<file path="src/rtl/hdu_pkg.sv">
// Shared types and control-word constants for the hazard detection / pipeline-control unit.
package hdu_pkg;

    typedef enum logic [1:0] {
        RUN      = 2'd0,
        LD_STALL = 2'd1,
        MEM_WAIT = 2'd2
    } hdu_state_e;

    typedef struct packed {
        logic ifid_clear;
        logic idex_clear;
        logic exmem_clear;
        logic ifid_wren;
        logic idex_wren;
        logic exmem_wren;
        logic pc_wren;
    } hdu_ctrl_t;

    // Bit order: {ifid/idex/exmem clear, ifid/idex/exmem wren, pc_wren}
    localparam hdu_ctrl_t CTRL_DEFAULT = 7'b000_111_1;
    localparam hdu_ctrl_t CTRL_FLUSH   = 7'b111_111_1;
    localparam hdu_ctrl_t CTRL_FREEZE  = 7'b000_000_0;
    localparam hdu_ctrl_t CTRL_STALL   = 7'b010_011_0;

endpackage

</file>
<file path="src/rtl/hdu_fwd_ctrl_if.sv">
// Pipeline-side signal bundle of the HDU: stage status in, register clear/write-enables out.
interface hdu_fwd_ctrl_if #(parameter int REG_AW = 5);
    logic              EXMEM_pcsel;
    logic              EXMEM_is_br;
    logic              EXMEM_is_uncbr;
    logic              EXMEM_memop;
    logic              MEM_ack;
    logic              IDEX_rdwren;
    logic              IDEX_is_load;
    logic [REG_AW-1:0] IDEX_rd;
    logic              EXMEM_rdwren;
    logic [REG_AW-1:0] EXMEM_rd;
    logic [REG_AW-1:0] IFID_rs1;
    logic [REG_AW-1:0] IFID_rs2;
    logic              IFID_rs1_used;
    logic              IFID_rs2_used;
    logic              IFID_clear;
    logic              IDEX_clear;
    logic              EXMEM_clear;
    logic              IFID_wren;
    logic              IDEX_wren;
    logic              EXMEM_wren;
    logic              pc_wren;

    modport slave (
        input  EXMEM_pcsel, EXMEM_is_br, EXMEM_is_uncbr, EXMEM_memop, MEM_ack,
               IDEX_rdwren, IDEX_is_load, IDEX_rd, EXMEM_rdwren, EXMEM_rd,
               IFID_rs1, IFID_rs2, IFID_rs1_used, IFID_rs2_used,
        output IFID_clear, IDEX_clear, EXMEM_clear, IFID_wren, IDEX_wren, EXMEM_wren, pc_wren
    );

    modport master (
        output EXMEM_pcsel, EXMEM_is_br, EXMEM_is_uncbr, EXMEM_memop, MEM_ack,
               IDEX_rdwren, IDEX_is_load, IDEX_rd, EXMEM_rdwren, EXMEM_rd,
               IFID_rs1, IFID_rs2, IFID_rs1_used, IFID_rs2_used,
        input  IFID_clear, IDEX_clear, EXMEM_clear, IFID_wren, IDEX_wren, EXMEM_wren, pc_wren
    );
endinterface

</file>
<file path="src/rtl/hdu_src_match.sv">
// RAW comparator of the IF/ID source registers against one later stage's destination.
// Purely combinational; x0 never matches.
module hdu_src_match #(
    parameter int REG_AW = 5
) (
    input  logic [REG_AW-1:0] rs1,
    input  logic [REG_AW-1:0] rs2,
    input  logic              rs1_used,
    input  logic              rs2_used,
    input  logic [REG_AW-1:0] rd,
    input  logic              rdwren,
    output logic              hit
);
    logic hit1;
    logic hit2;

    assign hit1 = rs1_used && (rs1 != '0) && (rs1 == rd);
    assign hit2 = rs2_used && (rs2 != '0) && (rs2 == rd);
    assign hit  = rdwren && (hit1 || hit2);
endmodule

</file>
<file path="src/rtl/hdu_fwd_ctrl.sv">
// Hazard detection and pipeline control: flush > memory freeze > RAW/load-use stall > run.
// Control outputs are combinational in the current cycle; counters and timeout are registered.
module hdu_fwd_ctrl
    import hdu_pkg::*;
#(
    parameter int REG_AW      = 5,
    parameter int FWD_EN      = 1,
    parameter int LOAD_LAT    = 1,
    parameter int MEM_TIMEOUT = 255,
    parameter int CNT_W       = 32
) (
    input  logic             i_clk,
    input  logic             i_rst_n,
    hdu_fwd_ctrl_if.slave    pif,
    output logic             o_mem_timeout,
    output logic [CNT_W-1:0] o_stall_cnt,
    output logic [CNT_W-1:0] o_flush_cnt
);
    localparam int                WAIT_W   = (MEM_TIMEOUT < 2) ? 1 : $clog2(MEM_TIMEOUT + 1);
    localparam logic [WAIT_W-1:0] WAIT_MAX = WAIT_W'(MEM_TIMEOUT);
    localparam logic [2:0]        LD_INIT  = 3'(LOAD_LAT - 1);

    hdu_state_e        state_q, state_d, ret_q, ret_d, eff_state;
    logic [2:0]        ld_cnt_q, ld_cnt_d;
    logic [WAIT_W-1:0] wait_cnt_q, wait_cnt_d;
    logic              tmo_q, tmo_d;
    logic [CNT_W-1:0]  stall_cnt_q, stall_cnt_d, flush_cnt_q, flush_cnt_d;
    hdu_ctrl_t         ctrl_c, ctrl;
    logic              idex_hit, exmem_hit, flush, freeze;

    hdu_src_match #(.REG_AW(REG_AW)) u_match_idex (
        .rs1(pif.IFID_rs1), .rs2(pif.IFID_rs2),
        .rs1_used(pif.IFID_rs1_used), .rs2_used(pif.IFID_rs2_used),
        .rd(pif.IDEX_rd), .rdwren(pif.IDEX_rdwren), .hit(idex_hit)
    );

    hdu_src_match #(.REG_AW(REG_AW)) u_match_exmem (
        .rs1(pif.IFID_rs1), .rs2(pif.IFID_rs2),
        .rs1_used(pif.IFID_rs1_used), .rs2_used(pif.IFID_rs2_used),
        .rd(pif.EXMEM_rd), .rdwren(pif.EXMEM_rdwren), .hit(exmem_hit)
    );

    assign flush  = pif.EXMEM_pcsel && (pif.EXMEM_is_br || pif.EXMEM_is_uncbr);
    assign freeze = pif.EXMEM_memop && !pif.MEM_ack;
    // While waiting on memory, decisions are made as if still in the state we froze from.
    assign eff_state = (state_q == MEM_WAIT) ? ret_q : state_q;

    always_comb begin
        ctrl_c     = CTRL_DEFAULT;
        state_d    = eff_state;
        ret_d      = ret_q;
        ld_cnt_d   = ld_cnt_q;
        wait_cnt_d = '0;
        if (flush) begin
            ctrl_c   = CTRL_FLUSH;
            state_d  = RUN;
            ld_cnt_d = '0;
        end else if (freeze) begin
            ctrl_c     = CTRL_FREEZE;
            state_d    = MEM_WAIT;
            ret_d      = eff_state;
            wait_cnt_d = (wait_cnt_q == WAIT_MAX) ? WAIT_MAX : wait_cnt_q + WAIT_W'(1);
        end else if (FWD_EN == 0) begin
            if (idex_hit || exmem_hit) begin
                ctrl_c = CTRL_STALL;
            end
        end else if (eff_state == LD_STALL) begin
            ctrl_c   = CTRL_STALL;
            ld_cnt_d = (ld_cnt_q == 3'd0) ? 3'd0 : ld_cnt_q - 3'd1;
            if (ld_cnt_q <= 3'd1) begin
                state_d = RUN;
            end
        end else if (idex_hit && pif.IDEX_is_load) begin
            ctrl_c = CTRL_STALL;
            if (LOAD_LAT > 1) begin
                ld_cnt_d = LD_INIT;
                state_d  = LD_STALL;
            end
        end
    end

    always_comb begin
        ctrl        = i_rst_n ? ctrl_c : CTRL_DEFAULT;
        tmo_d       = tmo_q || (wait_cnt_q == WAIT_MAX);
        stall_cnt_d = stall_cnt_q;
        flush_cnt_d = flush_cnt_q;
        if (!ctrl.pc_wren && (stall_cnt_q != '1)) begin
            stall_cnt_d = stall_cnt_q + CNT_W'(1);
        end
        if (flush && (flush_cnt_q != '1)) begin
            flush_cnt_d = flush_cnt_q + CNT_W'(1);
        end
    end

    always_ff @(posedge i_clk or negedge i_rst_n) begin
        if (!i_rst_n) begin
            state_q     <= RUN;
            ret_q       <= RUN;
            ld_cnt_q    <= '0;
            wait_cnt_q  <= '0;
            tmo_q       <= 1'b0;
            stall_cnt_q <= '0;
            flush_cnt_q <= '0;
        end else begin
            state_q     <= state_d;
            ret_q       <= ret_d;
            ld_cnt_q    <= ld_cnt_d;
            wait_cnt_q  <= wait_cnt_d;
            tmo_q       <= tmo_d;
            stall_cnt_q <= stall_cnt_d;
            flush_cnt_q <= flush_cnt_d;
        end
    end

    assign pif.IFID_clear  = ctrl.ifid_clear;
    assign pif.IDEX_clear  = ctrl.idex_clear;
    assign pif.EXMEM_clear = ctrl.exmem_clear;
    assign pif.IFID_wren   = ctrl.ifid_wren;
    assign pif.IDEX_wren   = ctrl.idex_wren;
    assign pif.EXMEM_wren  = ctrl.exmem_wren;
    assign pif.pc_wren     = ctrl.pc_wren;
    assign o_mem_timeout   = tmo_q;
    assign o_stall_cnt     = stall_cnt_q;
    assign o_flush_cnt     = flush_cnt_q;
endmodule
</file>
<file path="src/flat_wrapper.sv">
// flat-port wrapper written by rule: the top's interface ports become plain ports
module hdu_fwd_ctrl_flat import hdu_pkg::*;
#(
    parameter int REG_AW      = 5,
    parameter int FWD_EN      = 1,
    parameter int LOAD_LAT    = 1,
    parameter int MEM_TIMEOUT = 255,
    parameter int CNT_W       = 32
)
  (i_clk, i_rst_n, o_mem_timeout, o_stall_cnt, o_flush_cnt, pif_EXMEM_pcsel, pif_EXMEM_is_br, pif_EXMEM_is_uncbr, pif_EXMEM_memop, pif_MEM_ack, pif_IDEX_rdwren, pif_IDEX_is_load, pif_IDEX_rd, pif_EXMEM_rdwren, pif_EXMEM_rd, pif_IFID_rs1, pif_IFID_rs2, pif_IFID_rs1_used, pif_IFID_rs2_used, pif_IFID_clear, pif_IDEX_clear, pif_EXMEM_clear, pif_IFID_wren, pif_IDEX_wren, pif_EXMEM_wren, pif_pc_wren);
  hdu_fwd_ctrl_if #(.REG_AW(REG_AW)) pif_i ();
  input  logic i_clk;
  input  logic i_rst_n;
  output logic o_mem_timeout;
  output logic [CNT_W-1:0] o_stall_cnt;
  output logic [CNT_W-1:0] o_flush_cnt;
  input wire logic [$bits(pif_i.EXMEM_pcsel)-1:0] pif_EXMEM_pcsel;
  input wire logic [$bits(pif_i.EXMEM_is_br)-1:0] pif_EXMEM_is_br;
  input wire logic [$bits(pif_i.EXMEM_is_uncbr)-1:0] pif_EXMEM_is_uncbr;
  input wire logic [$bits(pif_i.EXMEM_memop)-1:0] pif_EXMEM_memop;
  input wire logic [$bits(pif_i.MEM_ack)-1:0] pif_MEM_ack;
  input wire logic [$bits(pif_i.IDEX_rdwren)-1:0] pif_IDEX_rdwren;
  input wire logic [$bits(pif_i.IDEX_is_load)-1:0] pif_IDEX_is_load;
  input wire logic [$bits(pif_i.IDEX_rd)-1:0] pif_IDEX_rd;
  input wire logic [$bits(pif_i.EXMEM_rdwren)-1:0] pif_EXMEM_rdwren;
  input wire logic [$bits(pif_i.EXMEM_rd)-1:0] pif_EXMEM_rd;
  input wire logic [$bits(pif_i.IFID_rs1)-1:0] pif_IFID_rs1;
  input wire logic [$bits(pif_i.IFID_rs2)-1:0] pif_IFID_rs2;
  input wire logic [$bits(pif_i.IFID_rs1_used)-1:0] pif_IFID_rs1_used;
  input wire logic [$bits(pif_i.IFID_rs2_used)-1:0] pif_IFID_rs2_used;
  output wire logic [$bits(pif_i.IFID_clear)-1:0] pif_IFID_clear;
  output wire logic [$bits(pif_i.IDEX_clear)-1:0] pif_IDEX_clear;
  output wire logic [$bits(pif_i.EXMEM_clear)-1:0] pif_EXMEM_clear;
  output wire logic [$bits(pif_i.IFID_wren)-1:0] pif_IFID_wren;
  output wire logic [$bits(pif_i.IDEX_wren)-1:0] pif_IDEX_wren;
  output wire logic [$bits(pif_i.EXMEM_wren)-1:0] pif_EXMEM_wren;
  output wire logic [$bits(pif_i.pc_wren)-1:0] pif_pc_wren;
  assign pif_i.EXMEM_pcsel = pif_EXMEM_pcsel;
  assign pif_i.EXMEM_is_br = pif_EXMEM_is_br;
  assign pif_i.EXMEM_is_uncbr = pif_EXMEM_is_uncbr;
  assign pif_i.EXMEM_memop = pif_EXMEM_memop;
  assign pif_i.MEM_ack = pif_MEM_ack;
  assign pif_i.IDEX_rdwren = pif_IDEX_rdwren;
  assign pif_i.IDEX_is_load = pif_IDEX_is_load;
  assign pif_i.IDEX_rd = pif_IDEX_rd;
  assign pif_i.EXMEM_rdwren = pif_EXMEM_rdwren;
  assign pif_i.EXMEM_rd = pif_EXMEM_rd;
  assign pif_i.IFID_rs1 = pif_IFID_rs1;
  assign pif_i.IFID_rs2 = pif_IFID_rs2;
  assign pif_i.IFID_rs1_used = pif_IFID_rs1_used;
  assign pif_i.IFID_rs2_used = pif_IFID_rs2_used;
  assign pif_IFID_clear = pif_i.IFID_clear;
  assign pif_IDEX_clear = pif_i.IDEX_clear;
  assign pif_EXMEM_clear = pif_i.EXMEM_clear;
  assign pif_IFID_wren = pif_i.IFID_wren;
  assign pif_IDEX_wren = pif_i.IDEX_wren;
  assign pif_EXMEM_wren = pif_i.EXMEM_wren;
  assign pif_pc_wren = pif_i.pc_wren;
  hdu_fwd_ctrl #(.REG_AW(REG_AW), .FWD_EN(FWD_EN), .LOAD_LAT(LOAD_LAT), .MEM_TIMEOUT(MEM_TIMEOUT), .CNT_W(CNT_W)) u_core (.i_clk(i_clk), .i_rst_n(i_rst_n), .pif(pif_i), .o_mem_timeout(o_mem_timeout), .o_stall_cnt(o_stall_cnt), .o_flush_cnt(o_flush_cnt));
endmodule
</file>
<file path="config.mk">
export PLATFORM = sky130hd
export DESIGN_NAME = hdu_fwd_ctrl_flat
export DESIGN_NICKNAME = d
export VERILOG_FILES = /design/src/rtl/hdu_pkg.sv /design/src/rtl/hdu_fwd_ctrl_if.sv /design/src/rtl/hdu_src_match.sv /design/src/rtl/hdu_fwd_ctrl.sv /design/src/flat_wrapper.sv
export SDC_FILE = /design/constraint.sdc
export NUM_CORES = 1
export LEC_CHECK = 0
export ABC_AREA = 1
export ABC_CLOCK_PERIOD_IN_PS = 4720
export CAP_MARGIN = 20
export CORE_MARGIN = 4
export CORE_UTILIZATION = 58
export CTS_BUF_LIST = sky130_fd_sc_hd__clkbuf_8
export CTS_CLUSTER_DIAMETER = 40
export DETAILED_ROUTE_END_ITERATION = 8
export PLACE_DENSITY = 0.88
export REMOVE_ABC_BUFFERS = 1
export SYNTH_ARGS = -nofsm -noshare
export SYNTH_HDL_FRONTEND = slang
export SYNTH_SLANG_ARGS = --single-unit
</file>
<file path="constraint.sdc">
create_clock -name i_clk -period 4.72 [get_ports i_clk]
set_input_delay 0.472 -clock i_clk [delete_from_list [all_inputs] [get_ports i_clk]]
set_output_delay 0.472 -clock i_clk [all_outputs]
set_load 0.05 [all_outputs]
</file>
Word level (Yosys, flattened, before mapping)

Index checks and enable logic that the tools add are counted.

Bits in registers: 80
Bits of input ports: 32
Output and inout bits: 72

$add $sub $neg: 4
Mux-type cells: 17
Equality and inequality tests: 8
Bitwise gates (word level): 1
Order comparisons: 1
Reduce and logical (&&, ||, !) cells: 21

Operators with widths:

| kind                    | number |
|---|---|
| $add A32 B1 Y32 const B | 2 |
| $ne A32 B32 Y1 const B  | 2 |
| $mux W7                 | 4 |
| $mux W8                 | 3 |
| $mux W3                 | 4 |
| $eq A5 B5 Y1            | 2 |
| $logic_and A1 B1 Y1     | 10 |
| $mux W2                 | 5 |
| $reduce_bool A5 Y1      | 2 |
| $add A8 B1 Y8 const B   | 1 |
| $eq A8 B8 Y1 const B    | 1 |
| $mux W6                 | 1 |
| $reduce_and A2 Y1       | 2 |
| $le A3 B1 Y1 const B    | 1 |
| $logic_not A3 Y1        | 1 |
| $logic_or A1 B1 Y1      | 3 |
| $sub A3 B1 Y3 const B   | 1 |
| $eq A2 B1 Y1 const B    | 1 |
| $eq A2 B2 Y1 const B    | 1 |
| $logic_not A1 Y1        | 2 |
| $ne A2 B1 Y1 const B    | 1 |
| $reduce_bool A2 Y1      | 1 |
| $not A1 Y1              | 1 |

Longest topological paths before layout

Gate-level depths: netlist of run 1.

Word-level depth: 13
Mapped depth: 13
Mapped depth without buffers: 12

Cells and area by module

From an unflattened synthesis of run 1, not the netlist that was laid out.

Cells, all modules: 831
Area, all modules: 5,245.0 um^2

By module, submodules not included:

| module        | instances | sequential area each (um^2) | cells each | area an instance (um^2) |
|---|---|---|---|---|
| hdu_fwd_ctrl  | 1         | 2,001.9                     | 773        | 5,017.3 |
| hdu_src_match | 1         | 0.0                         | 58         | 227.7 |

Least setup slack after synthesis of run 1

No wires, ideal clock.

Kind: input-to-output
Start point: input pif_EXMEM_is_uncbr
End point: output pif_pc_wren
Arrival time: 2,124 ps
Cell stages on the path: 6
Buffers on the path: 2
Slack: 2,124 ps
Cell sequence: o21ai_1 inv_1 nor2_1 clkbuf_1 nand2_1 buf_4

Cells in the longest elaborated chain, start to end: 4

Ends and longest elaborated chain:

| item                | line               | source |
|---|---|---|
| from (decl)         | flat_wrapper.sv:19 | `input wire logic [$bits(pif_i.EXMEM_is_uncbr)-1:0] pif_EXMEM_is_uncbr;` |
| $logic_or A1 B1 Y1  | hdu_fwd_ctrl.sv:43 | `assign flush = pif.EXMEM_pcsel && (pif.EXMEM_is_br \|\| pif.EXMEM_is_uncbr);` |
| $logic_and A1 B1 Y1 | hdu_fwd_ctrl.sv:43 |  |
| $mux W7             | hdu_fwd_ctrl.sv:54 | `if (flush) begin` |
| $mux W7             | hdu_fwd_ctrl.sv:83 | `ctrl = i_rst_n ? ctrl_c : CTRL_DEFAULT;` |
| to (decl)           | flat_wrapper.sv:37 | `output wire logic [$bits(pif_i.pc_wren)-1:0] pif_pc_wren;` |

No other way between the ends.

Worst setup path in the final report of run 1

Start point: input pif_EXMEM_is_br
End point: output pif_IDEX_clear

Cells in the longest elaborated chain, start to end: 4

Ends and longest elaborated chain:

| item                | line               | source |
|---|---|---|
| from (decl)         | flat_wrapper.sv:18 | `input wire logic [$bits(pif_i.EXMEM_is_br)-1:0] pif_EXMEM_is_br;` |
| $logic_or A1 B1 Y1  | hdu_fwd_ctrl.sv:43 |  |
| $logic_and A1 B1 Y1 | hdu_fwd_ctrl.sv:43 |  |
| $mux W7             | hdu_fwd_ctrl.sv:54 |  |
| $mux W7             | hdu_fwd_ctrl.sv:83 |  |
| to (decl)           | flat_wrapper.sv:32 | `output wire logic [$bits(pif_i.IDEX_clear)-1:0] pif_IDEX_clear;` |

No other way between the ends.

==> results of run 1 <==
## where the power goes
group          internal [µW]  leakage, µW  total [µW]  switching [µW]
Sequential               738      0.00109         820            81.4
Clock                    255     0.000103         539             285
Combinational            177      0.00184         542             366
Total                   1170      0.00303        1900             732
## layer usage
layer | vias up | track usage [%] | wire [µm]
met4 | 0 | 11.02 | 478
met3 | 55 | 5.721 | 914
li1 | 2631 | - | -
met2 | 236 | 46.73 | 7086
met1 | 2524 | 32.31 | 5685
met5 | - | 0 | 0
## flip-flops by register name, indices dropped and copies added (netlist names)
register and count:
u_core.ret_q 2, u_core.o_stall_cnt 32, u_core.wait_cnt_q 8, u_core.o_flush_cnt 32
u_core.ld_cnt_q 3, u_core.state_q 2, u_core.o_mem_timeout 1
## metrics by stage
stage	instances	hold slack [ns]	util [%]	worst slack, ns
global placement	958	0.2850	71.43	1.470
detailed placement	958	0.2856	71.43	1.468
CTS	975	0.4437	73.90	1.448
finish	975	0.4356	73.90	1.444
floorplan	749	0.1764	-	0.9899
global route	975	0.4570	73.90	1.243
## cell type report
cell class | instances | area [µm²] | share of cell area, %
well taps | 108 | 135.1 | 2.077
repair buffers | 102 | 1008 | 15.50
inverters | 91 | 341.6 | 5.249
clock inverters | 7 | 83.83 | 1.288
clock buffers | 9 | 123.9 | 1.903
flip-flops and latches | 80 | 2002 | 30.76
multi-input cells | 578 | 2813 | 43.22
## synthesized netlist by cell type (2+ instances only)
library cell / count
o21ai_1: 7
a31oi_1: 2
inv_1: 86
buf_2: 4
xor2_1: 36
nand2_2: 2
inv_2: 4
buf_6: 3
dfrtp_1: 80
nor2_1: 78
a21oi_1: 8
clkbuf_1: 12
nor2_2: 2
xnor2_1: 8
ha_1: 5
nand3b_1: 8
nor3_1: 25
nand3_2: 2
o21ai_2: 4
nand4_1: 48
o21ai_0: 16
nand3_1: 39
buf_4: 5
nor3_2: 2
or2_2: 2
nand2_1: 275
## worst register-to-register path, delay by kind of cell (launching register included)
kind	cells	cell delay [ns]
AND/OR/NAND/NOR	7	1.26
buffers and inverters	1	0.40
flip-flops	1	0.44
AO/OA/AOI/OAI	1	0.09
adder cells (fa/ha/maj)	1	0.24
## worst paths after layout
kind / from / cells past startpoint / to
max: pif_EXMEM_is_br / 8 / pif_IDEX_clear
max in group asynchronous: i_rst_n / 3 / u_core.o_stall_cnt[15]
min reg2reg: u_core.o_mem_timeout / 1 / u_core.o_mem_timeout
min in group i_clk: u_core.o_mem_timeout / 1 / u_core.o_mem_timeout
max reg2reg: u_core.o_flush_cnt[1] / 10 / u_core.o_flush_cnt[7]
min: i_rst_n / 2 / u_core.wait_cnt_q[4]
## logic make-up (layout without fill, tap and decap cells)
| kind of cell | Yosys count | count (layout) |
|---|---|---|
| AOI/OAI and AO/OA | 42 | 42 |
| adders and majority gates | 5 | 5 |
| buffers and inverters | 115 | 209 |
| xor gates and xnor gates | 44 | 44 |
| and+or+nand+nor | 487 | 487 |
| DFF | 80 | 80 |
## timing repair
action | CTS | global route
hold buffers | 1 | 0
hold endpoints to repair | 4 | 0
gates resized for setup | 0 | 0
endpoints found under the setup margin | 0 | 0
setup buffers | 0 | 0
==> run summary, run 1 <==
CTS Buf Count - 9
vias in the first global route - 5340
xor/xnor share of the synthesized area - 7.285%
Starting Density - 60.07%
Reg clk slew, reported paths - 0.10 ns
Die Width - 103.5 µm
Vias - 5446
num ports - 104
total negative slack - 0 ns
RSZ-0062 raised after global routing - false
deepest clock path buffer count - 2
nets - 899
ant diodes - 0
Worst-Margin Slew - 0.9640 ns
mapped cell area - 0.005290 mm²
worst vdd ir - 369.6 µV
Top Family by Delay on Critical Path - buffers and inverters
Min-Delay Path Class - input pin to asynchronous set/reset pin
Avg Cell Area, Syn - 6.844 µm²
FF+latch count, synth - 80
RePlAce Congestion - 0.9693
Critical Path AT - 2.80 ns
sum of buffers and inverters on the critical path - 4
global-route wire length before repair - 24.27 mm
Total GRT Usage - 26.82%
post-synthesis adder-cell area fraction - 1.183%
CTS sink cnt - 80
Placed Area - 0.006290 mm²
top cell type's share of synthesized area - 37.84%
CP endpoint kind - primary output
Reg2Reg Setup Slack - 2.15 ns
count of final hold-check violations - 0
largest net degree at the start of global routing - 77
later-pin clock latency in the skew report - 0.37 ns
Via-to-Cell Ratio - 5.586
ranking of synthesized cells by area - dfrtp_1 (38%), nand2_1 (20%), inv_1 (6.1%)
Critical Path Slowest Stage Cell - clkdlybuf4s50_1
post-layout min period - 3.276 ns
fin. max-slew vios - 0
post-synthesis sequential area ratio - 37.84%
Post-synth top flop - dfrtp_1
fin crit share - 69.42%
worst-case clock skew - 0.01017 ns
Final setup viols - 0
core area - 0.008806 mm²
CTS Root Cell - clkbuf_8
Avg WL per Cell - 14.53 µm
Worst slew margin - 35.73%
most common cell after layout, fill and taps aside - nand2_1
Residual DRC - 0
layout cells sized above 1 - 4.844%
Yosys top cell by area - dfrtp_1
largest stage delay on the critical path - 0.73 ns
CP required - 4.25 ns
synthesized instance count - 773
final WL - 14.16 mm
Port Buffers - 97
outcome - completed
antenna violations before repair - 0
FFs w/ async S/R, synth - 100.0%
Setup CP Type - input pin to primary output
CP Max Fanout - 11
Power Total - 1901 µW
post-route ant nets - 0
FMAX - 305.2 MHz
most frequent cells in the layout - nand2_1 (275), clkdlybuf4s50_1 (96), inv_1 (86)
design area - 0.006507 mm²
post-DP HPWL - 10.46 mm
fill count - 713
post-synthesis compound-gate area fraction - 4.565%
synth unique cells - 36
CTS H-tree depth - 3
post-synthesis mux area share - 0%
1st-pass router iterations - 7
1st-iter DRT viols - 440
TritonCTS clock tree - built
critical path startpoint category - input pin
die area - 0.01071 mm²
Synth Warn # - 0
DIE HEIGHT - 103.5 µm
largest family of logic cells by synthesized area - simple AND/OR/NAND/NOR gates
P&R area growth vs syn - 23.01%
grt ovf - 0
Core Rows - 34
static leakage - 0.003025 µW
count of flip-flops with a built-in enable after synthesis - 0
crit-path cells - clkdlybuf4s50_1 > o21ai_1 > inv_1 > nor2_1 > inv_1 > nand2_1 > a31oi_1 > clkdlybuf4s50_1
# Max-Cap Violations - 0
Post-Synth Simple-Gate Area - 40.09%
Pwr per Cell Area - 292.2 mW/mm²
(Power assumes the default switching activity.)
==> run 2: changes to the inputs <==
Settings changed: ABC_CLOCK_PERIOD_IN_PS 4720 to 3200, CORE_UTILIZATION 58 to 54, PLACE_DENSITY 0.88 to 0.83.
Clock period 4.72 ns to 3.2 ns, I/O delays scaled along.
==> run summary, run 2 (synthesis results as in run 1) <==
Starting Density - 56.45%
Pwr per Cell Area - 415.5 mW/mm²
Critical Path AT - 2.17 ns
CP endpoint kind - primary output
worst flop-to-flop path endpoint - u_core.o_stall_cnt[12]
worst-case clock skew - 0.006616 ns
design area - 0.006538 mm²
DIE HEIGHT - 107.0 µm
CTS H-tree depth - 3
die area - 0.01144 mm²
crit-path cells - clkdlybuf4s50_1 > o21ai_1 > inv_1 > nor2_1 > nand2_1 > clkdlybuf4s50_1
Min-Delay Path Class - input pin to asynchronous set/reset pin
Via-to-Cell Ratio - 5.325
fin. max-slew vios - 0
1st-iter DRT viols - 254
worst reg2reg startpoint - u_core.o_stall_cnt[0]
antenna violations before repair - 0
largest stage delay on the critical path - 0.71 ns
post-route ant nets - 0
Total GRT Usage - 25.56%
Port Buffers - 97
# Max-Cap Violations - 0
Final setup viols - 0
crit path launch - pif_EXMEM_is_uncbr
num ports - 104
CP required - 2.88 ns
static leakage - 0.003035 µW
vias in the first global route - 5296
nets - 904
post-layout min period - 2.492 ns
core area - 0.009371 mm²
# Post-CTS Setup Buffers - 0
final WL - 13.93 mm
CTS sink cnt - 80
CTS Root Cell - clkbuf_8
global-route wire length before repair - 23.93 mm
fin crit share - 77.89%
largest net degree at the start of global routing - 74
grt ovf - 0
most used cell along the critical path - clkdlybuf4s50_1
R2R depth - 9
post-cts gate resize count - 0
P&R area growth vs syn - 23.58%
Reg clk slew, reported paths - 0.08 ns
RePlAce Congestion - 0.9066
CTS Buf Count - 9
sum of buffers and inverters on the critical path - 3
post-DP HPWL - 10.67 mm
Worst-Margin Slew - 0.9232 ns
Top Family by Delay on Critical Path - buffers and inverters
deepest clock path buffer count - 2
TritonCTS clock tree - built
Residual DRC - 0
Power Total - 2716 µW
Die Width - 107.0 µm
most frequent cells in the layout - nand2_1 (275), clkdlybuf4s50_1 (93), inv_1 (87)
count of final hold-check violations - 0
CP Max Fanout - 6
Setup CP Type - input pin to primary output
Core Rows - 35
most common cell after layout, fill and taps aside - nand2_1
Reg2Reg Setup Slack - 0.90 ns
Placed Area - 0.006346 mm²
Avg WL per Cell - 13.91 µm
1st-pass router iterations - 5
Worst slew margin - 38.45%
later-pin clock latency in the skew report - 0.35 ns
worst vdd ir - 455.1 µV
Hold-fix buffers, CTS - 1
FMAX - 401.2 MHz
RSZ-0062 raised after global routing - false
Vias - 5330
Critical Path Slowest Stage Cell - clkdlybuf4s50_1
critical path startpoint category - input pin
layout cells sized above 1 - 5.619%
ant diodes - 0
outcome - completed
run 2: area by class of cell:
cell class / count / area (µm²)
Fill cell: 813 / 2834
Inverter: 91 / 341.6
Multi-Input combinational cell: 578 / 2813
Timing Repair Buffer: 107 / 1039
Sequential cell: 80 / 2002
Clock buffer: 10 / 137.6
Tap cell: 129 / 161.4
Clock inverter: 6 / 43.79
run 2: how the worst max path moves through the flow:
stage,end,slack [ns],depth (start not counted)
after floorplan,pif_IFID_wren,-0.23,4
after global placement,pif_EXMEM_wren,0.73,6
after detailed placement,pif_EXMEM_wren,0.70,6
after CTS,pif_EXMEM_wren,0.70,6
after global routing,pif_EXMEM_wren,0.55,6
final,pif_EXMEM_wren,0.71,6
run 2: report_power, final:
group          total [µW]  switching, µW  internal [µW]
logic                 799            535            264
registers            1210            126           1090
clock network         703            397            306
total                2720           1060           1660
run 2: per-layer routing:
| layer | vias to the layer above | wire, µm | global-route usage, % |
|---|---|---|---|
| li1 | 2657 | - | - |
| met1 | 2466 | 5900 | 32.53 |
| met2 | 173 | 6951 | 43.71 |
| met3 | 34 | 711 | 3.793 |
| met4 | 0 | 365 | 10.23 |
| met5 | - | 0 | 0 |
run 2: through the flow:
stage               hold WS (ns)  setup WS (ns)  setup TNS, ns  util [%]  instances
floorplan                0.02441        -0.2261        -0.4522         -        749
global placement          0.1567         0.7331              0     67.72        984
detailed placement        0.1556         0.6974              0     67.72        984
CTS                       0.3163         0.6966              0     69.76       1001
global route              0.3169         0.5460              0     69.76       1001
finish                    0.3256         0.7075              0     69.76       1001
==> run 3: changes to the inputs <==
Settings changed: ABC_CLOCK_PERIOD_IN_PS 3200 to 2430.
Clock period 3.2 ns to 2.43 ns, I/O delays scaled along.
==> run summary, run 3 (synthesis results as in run 1) <==
outcome - completed
CTS H-tree depth - 3
grt ovf - 0
Residual DRC - 0
Port Buffers - 97
CTS Buf Count - 9
global-route wire length before repair - 24.20 mm
most common cell after layout, fill and taps aside - nand2_1
CTS Root Cell - clkbuf_8
1st-pass router iterations - 5
WL met2 - 7.122 mm
CP endpoint kind - register
Setup CP Type - register to register
post-DP HPWL - 10.57 mm
uppermost layer routed - met4
fin crit share - 88.69%
post-layout min period - 2.155 ns
worst reg2reg startpoint - u_core.o_stall_cnt[1]
CTS sink cnt - 80
Worst-Margin Slew - 0.6483 ns
Starting Density - 56.45%
Reg clk slew, reported paths - 0.09 ns
# Max-Cap Violations - 0
DP Cell Count - 987
num ports - 104
met1 WL - 5.935 mm
Die Width - 107.0 µm
Core Rows - 35
CP Max Fanout - 25
RSZ-0062 raised after global routing - false
Worst slew margin - 56.72%
static leakage - 0.003078 µW
R2R depth - 9
DIE HEIGHT - 107.0 µm
later-pin clock latency in the skew report - 0.36 ns
crit path launch - u_core.o_stall_cnt[1]
pre-CTS setup slack - 0.05308 ns
vias in the first global route - 5290
crit-path cells - ha_1 > nand3_2 > nor2_2 > nand3_1 > nor2_1 > nand3_1 > nand3_2 > nand2_1 > nand2_1
largest stage delay on the critical path - 0.45 ns
CP required - 2.73 ns
core area - 0.009371 mm²
largest net degree at the start of global routing - 81
deepest clock path buffer count - 2
RePlAce Congestion - 0.9193
worst flop-to-flop path endpoint - u_core.o_stall_cnt[2]
fill count - 804
count of final hold-check violations - 0
TritonCTS clock tree - built
Setup WS post-layout - 0.2749 ns
Critical Path Slowest Stage Cell - nand3_2
Critical Path AT - 2.46 ns
Reg2Reg Setup Slack - 0.27 ns
die area - 0.01144 mm²
antenna violations before repair - 0
nets - 908
Final Non-Filler Cells - 1005
1st-iter DRT viols - 282
Final setup viols - 0
Total GRT Usage - 25.70%
ant diodes - 0
Min-Delay Path Class - input pin to asynchronous set/reset pin
metal3 WL - 873 µm
layout cells sized above 1 - 6.621%
worst-case clock skew - 0.01211 ns
critical path startpoint category - register
Vias - 5413
P&R area growth vs syn - 25.17%
Avg WL per Cell - 14.14 µm
FMAX - 464.0 MHz
final WL - 14.21 mm
fin. max-slew vios - 0
Via-to-Cell Ratio - 5.386
worst vdd ir - 566.2 µV
post-route ant nets - 0
Pwr per Cell Area - 547.0 mW/mm²
most frequent cells in the layout - nand2_1 (275), clkdlybuf4s50_1 (89), inv_1 (86)
## run 3: changes by cell type in the layout (fill, tap and decap cells not counted), sizes merged
cell,before,now
clkinv,1,3
clkdlybuf4s50,93,89
clkinvlp,3,2
inv,93,92
buf,13,21
## run 3: per-stage QoR
stage	cell area (µm²)	setup TNS, ns	utilization, %	hold slack, ns	total power, µW
after CTS	6584	0	70.25	0.2094	3625
after global placement	6396	0	68.25	0.4527	2649
final	6621	0	70.65	0.3642	3622
after floorplan	5154	-16.52	-	-0.05259	2259
after global routing	6621	0	70.65	0.3595	3791
after detailed placement	6396	0	68.25	0.4704	2676
## run 3: area by class of cell
type	instances	area, µm²	area share, %
Tap cell	129	161.4	2.438
Multi-Input combinational cell	578	2813	42.48
Sequential cell	80	2002	30.23
Inverter	91	341.6	5.159
Clock buffer	10	137.6	2.079
Timing Repair Buffer	111	1116	16.86
Clock inverter	6	50.05	0.7559
## run 3: critical path: cells and delay by family, from the launching register on
kind	cells	cell delay (ns)
adder cells (fa/ha/maj)	1	0.26
flip-flops	1	0.43
AND/OR/NAND/NOR	8	1.40
## run 3: worst max path at each step
stage,endpoint,slack [ns],cells after the start
finish,u_core.o_stall_cnt[2],0.27,9
global placement,u_core.o_stall_cnt[31],0.20,12
detailed placement,u_core.o_stall_cnt[16],0.05,12
global route,u_core.o_stall_cnt[16],0.06,9
floorplan,pif_IFID_wren,-0.84,4
CTS,u_core.o_stall_cnt[16],0.28,9
## run 3: what timing repair did
| item | 4_1_cts | 5_1_grt |
|---|---|---|
| hold endpoints to repair | 0 | 5 |
| resized for setup | 0 | 0 |
| hold buffers | 0 | 1 |
| buffers inserted | 0 | 0 |
## run 3: where the power goes
group          leakage (µW)  internal (µW)  switching [µW]
registers           0.00109           1430             159
logic               0.00190            364             712
clock network     0.0000895            410             543
total               0.00308           2210            1410
## run 3: metal layers
layer  GRT usage (%)  vias up
li1                -     2656
met1           32.39     2512
met2           45.73      220
met3           3.612       25
met4           7.763        0
met5               0        -
